<file path="src/rtl/histogram_engine.sv">
// Per-frame pixel histogram: clear bins, accumulate saturating counts, then read back.
// Optional peak tracking is enabled with `define HISTOGRAM_PEAK_TRACK_EN.
module histogram_engine #(
    parameter int PIX_W = 6,
    parameter int CNT_W = 12,
    parameter int TOT_W = 18
) (
    input  logic             clk,
    input  logic             rst,
    input  logic             start,
    input  logic             pix_valid,
    input  logic [PIX_W-1:0] pix_value,
    input  logic             frame_end,
    output logic             pix_ready,
    output logic             busy,
    output logic             done,
    input  logic [PIX_W-1:0] rd_addr,
    output logic [CNT_W-1:0] rd_data,
    output logic [TOT_W-1:0] total_count,
    output logic             sat_flag,
    output logic [PIX_W-1:0] peak_bin,
    output logic [CNT_W-1:0] peak_count,
    output logic [2:0]       dbg_state_o
);
    localparam int NUM_BINS = 2 ** PIX_W;
    localparam logic [CNT_W-1:0] BIN_MAX  = '1;
    localparam logic [TOT_W-1:0] TOT_MAX  = '1;
    localparam logic [PIX_W-1:0] LAST_BIN = '1;

    typedef enum logic [2:0] {
        S_IDLE  = 3'd0,
        S_CLEAR = 3'd1,
        S_ACCUM = 3'd2,
        S_DRAIN = 3'd3,
        S_DONE  = 3'd4
    } state_t;

    state_t           state_q, state_d;
    logic [PIX_W-1:0] clr_idx_q, clr_idx_d;
    logic             accept;

    logic             s1_valid_q;
    logic [PIX_W-1:0] s1_addr_q;
    logic             s2_valid_q;
    logic [PIX_W-1:0] s2_addr_q;
    logic [CNT_W-1:0] s2_data_q;
    logic [CNT_W-1:0] s1_cur, s1_next;
    logic             s1_sat;

    logic [TOT_W-1:0] total_q, total_d;
    logic             sat_q, sat_d;
    logic [CNT_W-1:0] rd_data_q;

    logic [CNT_W-1:0] mem [NUM_BINS];

    // Handshake: a pixel is transferred on a rising edge where pix_valid && pix_ready;
    // pix_ready depends only on state, never on pix_valid, and unaccepted pixels are dropped.
    assign accept      = pix_valid & pix_ready;
    assign dbg_state_o = state_q;

    always_ff @(posedge clk or posedge rst) begin
        if (rst) begin
            state_q   <= S_IDLE;
            clr_idx_q <= '0;
        end else begin
            state_q   <= state_d;
            clr_idx_q <= clr_idx_d;
        end
    end

    always_comb begin
        state_d   = state_q;
        clr_idx_d = '0;
        pix_ready = 1'b0;
        busy      = 1'b0;
        done      = 1'b0;
        case (state_q)
            S_IDLE: begin
                if (start) state_d = S_CLEAR;
            end
            S_CLEAR: begin
                busy      = 1'b1;
                clr_idx_d = clr_idx_q + 1'b1;
                if (clr_idx_q == LAST_BIN) state_d = S_ACCUM;
            end
            S_ACCUM: begin
                busy      = 1'b1;
                pix_ready = 1'b1;
                if (frame_end) state_d = S_DRAIN;
            end
            S_DRAIN: begin
                busy = 1'b1;
                // S2 commits on this same edge, so an empty S1 means the pipe is done.
                if (!s1_valid_q) state_d = S_DONE;
            end
            S_DONE: begin
                done = 1'b1;
                if (start) state_d = S_CLEAR;
            end
            default: state_d = S_IDLE;
        endcase
    end

    // S2 has not written its value yet, so a matching S1 must take it instead of memory.
    always_comb begin
        s1_cur  = (s2_valid_q && (s2_addr_q == s1_addr_q)) ? s2_data_q : mem[s1_addr_q];
        s1_sat  = s1_valid_q && (s1_cur == BIN_MAX);
        s1_next = (s1_cur == BIN_MAX) ? BIN_MAX : s1_cur + 1'b1;
    end

    always_ff @(posedge clk or posedge rst) begin
        if (rst) begin
            s1_valid_q <= 1'b0;
            s1_addr_q  <= '0;
            s2_valid_q <= 1'b0;
            s2_addr_q  <= '0;
            s2_data_q  <= '0;
        end else begin
            s1_valid_q <= accept;
            if (accept) s1_addr_q <= pix_value;
            s2_valid_q <= s1_valid_q;
            s2_addr_q  <= s1_addr_q;
            s2_data_q  <= s1_next;
        end
    end

    always_ff @(posedge clk) begin
        if (state_q == S_CLEAR) begin
            mem[clr_idx_q] <= '0;
        end else if (s2_valid_q) begin
            mem[s2_addr_q] <= s2_data_q;
        end
    end

    always_comb begin
        total_d = total_q;
        sat_d   = sat_q;
        if (state_q == S_CLEAR) begin
            total_d = '0;
            sat_d   = 1'b0;
        end else begin
            if (accept) begin
                if (total_q == TOT_MAX) sat_d = 1'b1;
                else                    total_d = total_q + 1'b1;
            end
            if (s1_sat) sat_d = 1'b1;
        end
    end

    always_ff @(posedge clk or posedge rst) begin
        if (rst) begin
            total_q   <= '0;
            sat_q     <= 1'b0;
            rd_data_q <= '0;
        end else begin
            total_q   <= total_d;
            sat_q     <= sat_d;
            rd_data_q <= mem[rd_addr];
        end
    end

    assign total_count = total_q;
    assign sat_flag    = sat_q;
    assign rd_data     = rd_data_q;

`ifdef HISTOGRAM_PEAK_TRACK_EN
    logic [PIX_W-1:0] peak_bin_q;
    logic [CNT_W-1:0] peak_count_q;

    // Strict compare: on a tie the bin that reached the value first is kept.
    always_ff @(posedge clk or posedge rst) begin
        if (rst) begin
            peak_bin_q   <= '0;
            peak_count_q <= '0;
        end else if (state_q == S_CLEAR) begin
            peak_bin_q   <= '0;
            peak_count_q <= '0;
        end else if (s2_valid_q && (s2_data_q > peak_count_q)) begin
            peak_bin_q   <= s2_addr_q;
            peak_count_q <= s2_data_q;
        end
    end

    assign peak_bin   = peak_bin_q;
    assign peak_count = peak_count_q;
`else
    assign peak_bin   = '0;
    assign peak_count = '0;
`endif

endmodule

</file>
<file path="config.mk">
export PLATFORM = sky130hd
export DESIGN_NAME = histogram_engine
export DESIGN_NICKNAME = d
export VERILOG_FILES = /design/src/rtl/histogram_engine.sv
export SDC_FILE = /design/constraint.sdc
export NUM_CORES = 1
export LEC_CHECK = 0
export CAP_MARGIN = 20
export CORE_ASPECT_RATIO = 1.4
export CORE_UTILIZATION = 35
export DETAILED_ROUTE_END_ITERATION = 10
export GPL_TIMING_DRIVEN = 0
export PLACE_DENSITY_LB_ADDON = 0.05
export SLEW_MARGIN = 20
export SYNTH_ARGS = -nofsm -noshare
export SYNTH_HDL_FRONTEND = slang
export SYNTH_SLANG_ARGS = --single-unit
</file>
<file path="constraint.sdc">
create_clock -name clk -period 5.68 [get_ports clk]
set_clock_uncertainty 0.2 [all_clocks]
set_input_delay 1.136 -clock clk [delete_from_list [all_inputs] [get_ports clk]]
set_output_delay 1.136 -clock clk [all_outputs]
set_load 0.02 [all_outputs]
</file>
# == Yosys cells after proc, flatten, opt, wreduce, memory -nomap -nowiden ==
# Memory sizes are Yosys's and may differ from the RTL's. A register that Yosys moved wholly into a read port is not among the register bits.
# Cells that the tools add are included.
# classes
n_addsub,3
eq_ne,13
mux,26
n_bitwise,1
n_reduce_logical,12
# op_table
operator,count
$mux 18,3
$mux 12,3
$add 18x1->18 const B,1
$eq 18x18->1 const B,1
$mux 1,13
$add 12x1->12 const B,1
$eq 12x12->1 const B,1
$mux 3,4
$mux 6,2
$pmux 3 s4,1
$reduce_or 12->1,1
$ne 2x2->1 const B,4
$add 6x1->6 const B,1
$eq 3x2->1 const B,2
$eq 6x6->1,1
$eq 6x6->1 const B,1
$reduce_bool 3->1,2
$reduce_and 2->1,2
$reduce_and 4->1,1
$eq 3x1->1 const B,1
$eq 3x3->1 const B,1
$logic_not 3->1,1
$reduce_or 3->1,1
$logic_and 1x1->1,2
4 further kinds,4
# totals
reg_bits,54
mem_bits_rw,768
output_inout_bits,55
wordCells,65
mem_count,1
# mem_list
memory,depth,width,read_ports,rd_ports_with_merged_regs,write_ports,line_no,rtl
mem,64,12,2,1,1,54,logic [CNT_W-1:0] mem [NUM_BINS];

# == Longest topological paths before layout ==
# Gate-level depths: netlist of the first run.
# logic_depth
depth_word,7
ltp_mapped,17
mapped_depth_nobuf,12

# == Least setup slack after synthesis of the first run ==
# Ideal clock, no wire load.
# synth_timing
path_kind,input -> register
from,in rd_addr[0]
to,"reg rd_data_q[0], in the netlist rd_data[0], read port of mem"
arrival_time_ns,3.582
path_slack_ns,1.759
path_stages,6
n_path_buf,3
cell_sequence,clkbuf_1 -> clkbuf_1 -> buf_1 -> mux4_2 -> mux4_2 -> mux4_2
# synth_rtl
element,line_no,rtl
"start, declared",17,"input logic [PIX_W-1:0] rd_addr,"
"end, declared",52,logic [CNT_W-1:0] rd_data_q;

# == Worst setup path in the final report of the first run ==
# layout_timing
from,reg s1_addr_q[2]
to,reg s2_data_q[7]
# layout_via
elab_chain_cells,5
word_cells_on_any_way,7
cone_classes,add/sub: 1; eq/ne: 2; mux: 2; reduce/logical: 1; memory: 1
# layout_rtl
element,line_no,rtl
"start, declared",43,logic [PIX_W-1:0] s1_addr_q;
"start signal, assigned",120,if (accept) s1_addr_q <= pix_value;
branches (longest 2 deep; another with $mem_v2 64x12),n/a,
$mux 12 *,106,s1_cur = (s2_valid_q && (s2_addr_q == s1_addr_q)) ? s2_data_q : mem[s1_addr_q];
$add 12x1->12 / $eq 12x12->1 (equally long branches),108,s1_next = (s1_cur == BIN_MAX) ? BIN_MAX : s1_cur + 1'b1;
$mux 12 *,108,
named net s1_next[7],47,"logic [CNT_W-1:0] s1_cur, s1_next;"
"end signal, assigned",123,s2_data_q <= s1_next;
"end, declared",46,logic [CNT_W-1:0] s2_data_q;
# Mark *: on every way through the listed nets, which the timed path passes.
# A chain may end at the register's enable or synchronous reset.

==> run_results.csv, run 1 <==
group,metric,value,unit
clock_tree,cts_root_buffer,"clkbuf_16",
route,wl_per_cell,47.5,um
route,postRouteAntennaNets,0,
synth,synthArstFlopShare,0.0791,
route,drt-total-wl,187000,um
synth,synthMuxAreaShare,0.256,
clock_tree,clock_sinks,834,
timing,fin_crit,5.65,ns
synth,synth-adder-area-share,0.000951,
power_and_ir_drop,p_int,13.1,mW
worst_hold_path,min-delay-path-class,"reg2reg",
outcome,status,"completed",
power_and_ir_drop,p_leak,15.4,nW
timing,tns,0,ns
power_and_ir_drop,power,22.0,mW
layout,final_area,0.0460,sq mm
synth,synth_warnings,0,
route,via_per_inst,6.34,
worst_setup_path,rrSetupSlack,0.03,ns
layout,fin_cells,3945,
synth,synth_area_leaders,"edfxtp_1 (58%), mux4_2 (20%), mux2i_1 (4.7%)",
synth,synth_simple_gate_area_share,0.0461,
synth,synth_compound_area_frac,0.0362,
die,die_x,286,um
timing,timing.hold.ws,0.181,ns
placed_design,dp.final_hpwl,136000,um
placed_design,portBuffers,49,
job,cap_viol_max_count,0,
power_and_ir_drop,pwr-share-comb,0.401,
worst_setup_path,critical_path.cell_chain,"buf_4 > buf_6 > buf_6 > buf_6 > buf_6 > buf_6 > buf_2 > mux4_2 > mux2i_2 > o22ai_1 > a211oi_2 > nor2_1 > nand3b_4 > o21ai_1",
grt,grt_pass1_wl,243000,um
timing,hold_viol_final,0,
worst_setup_path,worst-path-stages,14,
worst_setup_path,crit_family,"buffers and inverters",
route,vias,25000,
clock_tree,clk_path_buf_depth,3,
timing,relSlewSlack,0.199,
placed_design,placed_area,0.0431,sq mm
power_and_ir_drop,swShare,0.405,
placed_design,globalplace.congestion,1.00,
worst_setup_path,cp_num_buf_inv,7,
worst_setup_path,cp_slowest_stage_delay,0.64,ns
synth,seq_area_frac_synth,0.626,
worst_setup_path,crit_path_end,"s2_data_q[7]$_DFF_PP0_",
layout,nNetsFinal,2415,
die,num_rows,145,
synth,ys_seq_elements,834,
power_and_ir_drop,p_sw,8.91,mW
worst_setup_path,cp-start-kind,"register",
synth,synth_edf_count,768,
clock_tree,cts_made_buffers,91,
grt,grt-ovfl-total,0,
worst_setup_path,cp.arrival,5.99,ns
clock_tree,cts_tree,"built",
synth,synth_xor_area_frac,0.00599,
die,fp.dieH,399,um
clock_tree,insertion_delay,0.69,ns
worst_setup_path,r2r-start,"s1_addr_q[2]$_DFFE_PP0P_",
layout,drive_above_1_share,0.310,
synth,synthFlopType,"edfxtp_1",
clock_tree,cts_hold_buf,0,
layout,fillerInstances,10100,
timing,fin_crit_sh,0.995,
die,ios,72,
grt,grt_pass1_vias,25000,
synth,synth_largest_area_cell,"edfxtp_1",
worst_setup_path,crit_start,"s1_addr_q[2]$_DFFE_PP0P_",
placed_design,place_inst,3771,
timing,max_freq,177,MHz
worst_setup_path,r2r_cells,14,
timing,setup_violations,0,
die,initial_utilization,0.353,
worst_setup_path,critPathMostFrequentCell,"buf_6",
grt,grt_usage,0.331,
worst_setup_path,crit_type,"reg2reg",
timing,max_slew.worst_pin.slew,1.20,ns
synth,netlist-cell-type-count,74,
synth,synth.top_cell.area_share,0.584,
die,coreArea,0.112,sq mm
layout,area_delta_synth_final,16.7,%
clock_tree,cts_htree_levels,3,
worst_setup_path,crit_path_end_kind,"register",
worst_setup_path,worst-path-max-fanout,10,
power_and_ir_drop,p_seq_frac,0.329,
power_and_ir_drop,p_per_area,478,mW/mm^2
worst_setup_path,required,6.02,ns
grt,grt_max_degree,65,
route,drc_errors,0,
synth,syn-cell-area,0.0395,sq mm
power_and_ir_drop,ir_drop,215,uV
power_and_ir_drop,clock_power_share,0.269,
clock_tree,path_clk_slew,0.06,ns
grt,antenna_found_initial,12,
route,drt_iter0_drc,3027,
worst_setup_path,r2r-end,"s2_data_q[7]$_DFF_PP0_",
synth,synth_top_family_by_area,"multiplexers",
timing,rsz0062_at_grt,"false",
synth,syn-mean-instance-area,18.1,sq um
route,drtPass1Iterations,5,
worst_setup_path,cp_slowest_cell,"buf_2",
synth,netlist_instances,2181,
timing,slew_violations,0,
die,die_area,0.114,sq mm
-- per-stage QoR --
step / setup WS, ns / util
CTS: 0.103 / 0.412
detailed placement: -0.473 / 0.386
floorplan: 1.76 / -
finish: 0.0289 / 0.412
global placement: -0.700 / 0.374
global route: 0.0508 / 0.412
-- Yosys cell counts (10+ instances only) --
library cell / instances
dfrtp_1: 66
o21ai_0: 23
a21oi_1: 45
xnor2_1: 17
and3_1: 20
and2_1: 10
edfxtp_1: 768
nand3_1: 55
xor2_1: 10
nor2_1: 115
nor3_1: 12
buf_4: 30
buf_2: 10
mux2i_1: 187
buf_6: 26
mux4_2: 356
nor2b_1: 10
clkbuf_1: 70
a22oi_1: 78
nand2_1: 102
nand4_1: 10
buf_1: 22
-- power by group through the flow --
| stage | registers, mW | clock network (mW) | logic, mW |
|---|---|---|---|
| 5_1_grt | 7.27 | 6.18 | 8.82 |
| 3_3_place_gp | 7.40 | 0 | 8.36 |
| 3_5_place_dp | 7.37 | 0 | 8.58 |
| 4_1_cts | 7.25 | 5.98 | 8.62 |
| 6_report | 7.25 | 5.93 | 8.83 |
| 2_1_floorplan | 7.34 | 0 | 4.28 |
-- area by class of cell --
type	count	area (sq um)	area share
timing repair buffer	104	1340	0.0290
sequential	834	24700	0.537
buffer	167	1130	0.0245
inverter	10	40.0	0.000870
clock buffer	111	2360	0.0513
clock inverter	50	484	0.0105
tap	1470	1840	0.0400
multi-input combinational	1187	14100	0.306
antenna	12	30.0	0.000652
-- state kept, by name, summed over array words and instances, names as in the netlist --
name         cells
s2_addr_q        6
s1_addr_q        6
sat_flag         1
total_count     18
rd_data         12
s1_valid_q       1
s2_data_q       12
clr_idx_q        6
dbg_state_o      3
s2_valid_q       1
mem            768
-- metal layers --
metal  up-vias  part of all wire  GRT usage
met5         -          0.000048          0
met4         2             0.087      0.248
met3       380             0.078     0.0620
met2      1448              0.47      0.532
met1     13700              0.36      0.396
li1       9488                 -          -
-- kinds of logic after synthesis --
family | after synthesis
flops | 834
buf+inv | 177
compound gates | 203
mux | 554
fa+ha+maj | 3
other cells | 1
simple gates | 382
xor+xnor | 27
-- worst min-delay path by stage --
stage | startpoint | to | slack, ns | depth (start not counted)
3_5_place_dp | s1_addr_q[5]$_DFFE_PP0P_ | s2_addr_q[5]$_DFF_PP0_ | 0.16 | 0
3_3_place_gp | s1_addr_q[4]$_DFFE_PP0P_ | s2_addr_q[4]$_DFF_PP0_ | 0.16 | 0
6_report | s1_addr_q[4]$_DFFE_PP0P_ | s2_addr_q[4]$_DFF_PP0_ | 0.18 | 0
2_1_floorplan | s1_addr_q[3]$_DFFE_PP0P_ | s2_addr_q[3]$_DFF_PP0_ | 0.15 | 0
5_1_grt | s1_addr_q[5]$_DFFE_PP0P_ | s2_addr_q[5]$_DFF_PP0_ | 0.19 | 0
4_1_cts | s1_addr_q[4]$_DFFE_PP0P_ | s2_addr_q[4]$_DFF_PP0_ | 0.18 | 0
-- cell usage in the layout, fill, tap and decap left out, drive strengths merged, types with 4 or more instances in the layout --
cell / Yosys / routed
edfxtp: 768 / 768
mux4: 363 / 363
mux2i: 187 / 187
clkbuf: 71 / 183
buf: 96 / 150
nor2: 116 / 116
nand2: 102 / 102
a22oi: 78 / 78
dfrtp: 66 / 66
nand3: 55 / 55
clkdlybuf4s50: 0 / 49
a21oi: 45 / 45
clkinv: 0 / 39
o21ai: 28 / 28
and3: 20 / 20
conb: 1 / 18
xnor2: 17 / 17
nor3: 13 / 13
diode: 0 / 12
nand4: 10 / 10
xor2: 10 / 10
and2: 10 / 10
nor2b: 10 / 10
inv: 10 / 10
nand2b: 9 / 9
bufinv: 0 / 9
or3: 8 / 8
o22ai: 8 / 8
a31oi: 6 / 6
nand3b: 6 / 6
a211oi: 5 / 5
nor4: 5 / 5
or2: 5 / 5
nor3b: 4 / 4
and4: 4 / 4
a22o: 4 / 4
o21a: 4 / 4
mux2: 4 / 4
o31ai: 4 / 4
-- worst reg2reg max path, delay by kind of cell, from the launching register on --
family,cells,cell delay (ns)
multiplexers,2,0.97
AND/OR/NAND/NOR,2,0.48
flip-flops,1,0.36
AO/OA/AOI/OAI,3,1.10
buffers and inverters,7,2.42
-- repair_timing --
item | in CTS | in global routing
pin swaps | 0 | 1
buffers inserted | 0 | 1
gates resized for setup | 3 | 0
endpoints found under the setup margin | 13 | 4
(Power assumes the default switching activity.)
==> run 2, diff against run 1 <==
Settings changed: CAP_MARGIN 20 to unset, CORE_ASPECT_RATIO 1.4 to 1.2.
==> run 2 against run 1 <==
The flow now finishes with violations (setup timing). Total power increased by 0.69%. Worst setup slack got worse by 0.11 ns. Global-route usage decreased by 1.4 points. Maximum frequency decreased by 1.9%. Cell area increased by 0.98%. Largest cell class unchanged. Clock power increased by 7.1%. Hold slack got worse by 0.0035 ns. Highest routed layer unchanged. Wire length decreased by 4.7%. Non-clock buffer count increased by 11. Largest power group unchanged.
==> run_results.csv, run 2 (synthesis results as in run 1) <==
group,metric,value,unit
layout,area_delta_synth_final,17.8,%
die,ios,72,
clock_tree,insertion_delay,0.72,ns
worst_setup_path,crit_path_end_kind,"register",
worst_setup_path,required,6.05,ns
clock_tree,path_clk_slew,0.06,ns
placed_design,place_inst,3809,
placed_design,pre_cts_ws,-0.178,ns
placed_design,placed_area,0.0433,sq mm
grt,grt_pass1_wl,234000,um
clock_tree,cts_root_buffer,"clkbuf_16",
die,fp.dieH,370,um
layout,fillerInstances,9907,
layout,drive_above_1_share,0.320,
worst_setup_path,rrSetupSlack,-0.08,ns
timing,setup_slack,-0.0779,ns
clock_tree,clock_sinks,834,
clock_tree,clk_path_buf_depth,3,
timing,fin_crit_sh,1.01,
layout,largest-register,"mem",
grt,grt_max_degree,65,
die,initial_utilization,0.354,
worst_setup_path,crit_type,"reg2reg",
worst_setup_path,cp-start-kind,"register",
route,drc_errors,0,
route,drt-total-wl,178000,um
power_and_ir_drop,p_per_area,477,mW/mm^2
die,num_rows,134,
clock_tree,cts_htree_levels,3,
timing,slew_violations,0,
outcome,violations,"setup timing",
die,coreArea,0.111,sq mm
route,drtPass1Iterations,6,
power_and_ir_drop,p_leak,15.6,nW
route,wl_per_cell,44.8,um
clock_tree,cts_made_buffers,91,
job,cap_viol_max_count,0,
layout,fin_cells,3983,
worst_setup_path,cp_slowest_cell,"clkdlybuf4s15_1",
grt,grt_pass1_vias,24800,
clock_tree,cts_tree,"built",
timing,rsz0062_at_grt,"false",
layout,final_area,0.0465,sq mm
grt,grt_usage,0.316,
timing,max_slew.worst_pin.slew,1.23,ns
die,die_area,0.114,sq mm
route,via_per_inst,6.26,
power_and_ir_drop,ir_drop,316,uV
worst_setup_path,critical_path.cell_chain,"buf_6 > buf_12 > nor2_1 > clkbuf_1 > clkdlybuf4s15_1 > a22oi_1 > nand3_1 > o211ai_1 > a221o_1 > nand4_1 > nand3b_4 > o21ai_1",
placed_design,portBuffers,49,
timing,relSlewSlack,0.171,
timing,setup_violations,11,
route,drt_iter0_drc,3284,
layout,layout_commonest_cell,"edfxtp_1",
grt,grt-ovfl-total,0,
worst_setup_path,cp_slowest_stage_delay,0.87,ns
timing,fin_crit,5.76,ns
layout,layout_common_cells,"edfxtp_1 (768), mux4_2 (356), mux2i_1 (187)",
die,die_x,309,um
timing,hold_viol_final,0,
timing,max_freq,174,MHz
placed_design,globalplace.congestion,1.02,
placed_design,dp.final_hpwl,130000,um
worst_setup_path,cp.arrival,6.13,ns
worst_hold_path,min-delay-path-class,"reg2reg",
layout,nNetsFinal,2426,
outcome,status,"complete, but fails checks",
worst_setup_path,worst-path-max-fanout,10,
layout,largest_register_ffs,768,
timing,timing.hold.ws,0.177,ns
route,postRouteAntennaNets,0,
grt,antenna_found_initial,21,
clock_tree,post_cts.repair.setup_buffers,0,
route,vias,24900,
## run 2: worst max-delay path: cells and delay by family, from the launching register on
family                 cells  cell delay (ns)
and+or+nand+nor            4             1.36
buffers and inverters      4             2.15
DFF                        1             0.60
AOI/OAI and AO/OA          4             1.26
## run 2: per-stage QoR
step	total power, mW	utilization	TNS (ns)
finish	22.2	0.417	-0.546
global route	22.5	0.417	0
CTS	22.0	0.417	0
detailed placement	15.7	0.388	-1.38
global placement	15.5	0.376	-12.04
floorplan	11.6	-	0
## run 2: timing repair
item / 4_1_cts / 5_1_grt
hold buffers: 0 / 0
pin swaps: 0 / 0
gates resized for setup: 3 / 4
setup endpoints to repair: 12 / 7
## run 2: final timing paths
| check | from | depth (start not counted) | to |
|---|---|---|---|
| min in group asynchronous | rst | 2 | rd_data[4]$_DFF_PP0_ |
| min reg2reg | s1_addr_q[3]$_DFFE_PP0P_ | 0 | s2_addr_q[3]$_DFF_PP0_ |
| max reg2reg | s1_addr_q[0]$_DFFE_PP0P_ | 12 | s2_data_q[9]$_DFF_PP0_ |
| max | s1_addr_q[0]$_DFFE_PP0P_ | 12 | s2_data_q[9]$_DFF_PP0_ |
| max in group asynchronous | rst | 3 | s1_addr_q[0]$_DFFE_PP0P_ |
| min | s1_addr_q[3]$_DFFE_PP0P_ | 0 | s2_addr_q[3]$_DFF_PP0_ |
## run 2: final cells by class
class,instances,area (sq um),area share
flip-flops and latches,834,24700,0.532
multi-input cells,1187,14000,0.301
clock buffers,115,2510,0.0540
well taps,1496,1870,0.0403
repair buffers,115,1560,0.0336
plain buffers,167,1130,0.0243
clock inverters,53,627,0.0135
inverters,10,40.0,0.000861
diodes,6,15.0,0.000323
## run 2: per-layer routing
layer / routed length (um) / global-route usage
met1: 68500 / 0.404
met2: 82300 / 0.492
met3: 14700 / 0.0664
met4: 12800 / 0.196
met5: 137 / 0
## run 2: power by group
part           total [mW]  internal (mW)  switching [mW]  leakage [nW]
registers            7.26           7.07           0.191          8.16
clock network        6.35           3.73            2.62          1.53
logic                8.56           2.64            5.91          5.92
total                22.2           13.4            8.73          15.6
==> run 3, diff against run 2 <==
Settings changed: PLACE_DENSITY_LB_ADDON 0.05 to unset.
==> run 3 against run 2 <==
The flow now finishes without violations. Cell area fell by 0.54%. Global-route usage decreased by 2.4 points. Total power down 2.8%. Flip-flop and latch count unchanged. Core utilization fell by 0.23 points. First-iteration DRC count is 24% higher. Worst setup slack improved by 0.12 ns. Via count rose by 2.8%. Combinational power down 2%. Critical endpoint is now s2_data_q[11]$_DFF_PP0_. Highest routed layer unchanged.
==> run_results.csv, run 3 (synthesis results as in run 1) <==
group,metric,value,unit
layout,largest-register,"mem",
timing,relSlewSlack,0.179,
worst_setup_path,cp.arrival,5.98,ns
power_and_ir_drop,p_leak,15.5,nW
clock_tree,cts_made_buffers,85,
die,fp.dieH,370,um
layout,layout_commonest_cell,"edfxtp_1",
worst_setup_path,cp-start-kind,"register",
clock_tree,insertion_delay,0.68,ns
clock_tree,cts_root_buffer,"clkbuf_16",
placed_design,place_inst,3818,
worst_setup_path,worst-path-max-fanout,10,
job,cap_viol_max_count,0,
worst_setup_path,crit_type,"reg2reg",
die,num_rows,134,
placed_design,placed_area,0.0433,sq mm
worst_setup_path,crit_path_end_kind,"register",
worst_setup_path,rrSetupSlack,0.04,ns
route,drt_iter0_drc,4080,
clock_tree,cts_hold_buf,0,
timing,max_slew.worst_pin.slew,1.23,ns
layout,drive_above_1_share,0.313,
timing,tns,0,ns
timing,rsz0062_at_grt,"false",
route,via_per_inst,6.43,
die,die_area,0.114,sq mm
die,coreArea,0.111,sq mm
route,wl_per_cell,42.0,um
route,drtPass1Iterations,5,
power_and_ir_drop,p_per_area,466,mW/mm^2
clock_tree,cts_htree_levels,3,
worst_hold_path,whs_path_depth,0,
clock_tree,path_clk_slew,0.06,ns
worst_setup_path,required,6.02,ns
timing,setup_violations,0,
route,vias,25600,
timing,fin_crit,5.64,ns
route,drt-total-wl,167000,um
layout,layout_common_cells,"edfxtp_1 (768), mux4_2 (356), mux2i_1 (187)",
worst_hold_path,hold_end,"s2_addr_q[4]$_DFF_PP0_",
power_and_ir_drop,ir_drop,237,uV
die,initial_utilization,0.354,
grt,grt-ovfl-total,0,
clock_tree,clock_sinks,834,
layout,final_area,0.0462,sq mm
die,die_x,309,um
layout,fin_cells,3984,
grt,antenna_found_initial,14,
worst_setup_path,r2r-start,"s1_addr_q[0]$_DFFE_PP0P_",
placed_design,portBuffers,49,
layout,area_delta_synth_final,17.2,%
route,drc_errors,0,
route,postRouteAntennaNets,0,
grt,grt_max_degree,65,
worst_setup_path,r2r_cells,12,
layout,largest_register_ffs,768,
clock_tree,clk_path_buf_depth,3,
clock_tree,cts_resized,0,
power_and_ir_drop,power,21.5,mW
timing,slew_violations,0,
placed_design,globalplace.congestion,1.01,
grt,grt_pass1_vias,25100,
timing,fin_crit_sh,0.992,
worst_hold_path,hp-start,"s1_addr_q[4]$_DFFE_PP0P_",
grt,grt_usage,0.293,
layout,nNetsFinal,2429,
timing,max_freq,177,MHz
clock_tree,post_cts.repair.setup_buffers,0,
grt,grt_pass1_wl,221000,um
clock_tree,cts_tree,"built",
outcome,status,"completed",
worst_setup_path,r2r-end,"s2_data_q[11]$_DFF_PP0_",
worst_hold_path,min-delay-path-class,"reg2reg",
timing,hold_viol_final,0,
die,ios,72,
placed_design,dp.final_hpwl,121000,um
## run 3: cell count changes in the layout (fill, tap and decap cells not counted), moves of 4 or more
cell / delta
and3_2: +5
and3_4: -5
buf_8: +11
clkbuf_1: +12
clkbuf_16: -8
clkbuf_2: -7
clkinvlp_4: -4
nor2_2: +11
nor2_4: -11
## run 3: final cells by class
cell class	count	area, sq um
fillers	9866	65300
inverters	10	40.0
plain buffers	167	1110
clock inverters	50	599
repair buffers	124	1660
multi-input cells	1187	13900
diodes	8	20.0
clock buffers	108	2290
flip-flops and latches	834	24700
well taps	1496	1870
## run 3: metrics by stage
| step | utilization | setup WS [ns] | hold slack, ns |
|---|---|---|---|
| 6_report | 0.415 | 0.0444 | 0.167 |
| 5_1_grt | 0.415 | 0.0948 | 0.180 |
| 4_1_cts | 0.414 | 0.211 | 0.171 |
| 3_5_place_dp | 0.389 | 0.211 | 0.164 |
| 3_3_place_gp | 0.376 | -0.304 | 0.165 |
| 2_1_floorplan | - | 1.76 | 0.152 |
## run 3: report_power, final
part	switching (mW)	total [mW]	internal, mW
registers	0.178	7.25	7.07
clock network	2.54	5.93	3.39
logic	5.74	8.37	2.63
total	8.46	21.5	13.1
## run 3: critical path, stage by stage (launching register included)
cell,delay [ns]
dfrtp_1,0.76
buf_6,0.35
buf_12,0.25
buf_12,0.20
buf_12,0.25
buf_6,0.34
buf_6,0.35
mux4_2,0.55
mux2i_1,0.74
o22ai_1,0.35
a211oi_1,0.48
nor2_1,0.23
mux2_1,0.34
## run 3: worst max-delay path by stage
stage / start / slack (ns) / end / cells after the start
floorplan: rd_addr[0] / 1.76 / rd_data[0]$_DFF_PP0_ / 6
global placement: rd_addr[0] / -0.30 / rd_data[2]$_DFF_PP0_ / 6
detailed placement: s1_addr_q[1]$_DFFE_PP0P_ / 0.21 / s2_data_q[9]$_DFF_PP0_ / 12
CTS: s1_addr_q[1]$_DFFE_PP0P_ / 0.21 / s2_data_q[9]$_DFF_PP0_ / 12
global route: s1_addr_q[1]$_DFFE_PP0P_ / 0.09 / s2_data_q[5]$_DFF_PP0_ / 12
finish: s1_addr_q[0]$_DFFE_PP0P_ / 0.04 / s2_data_q[11]$_DFF_PP0_ / 12
## run 3: layer usage
layer  GRT usage  vias up  share of wire
met2       0.450     1978           0.45
met4       0.236       10          0.096
met3      0.0682      514           0.10
met5           0        -        0.00032
li1            -     9524              -
met1       0.353    13600           0.35
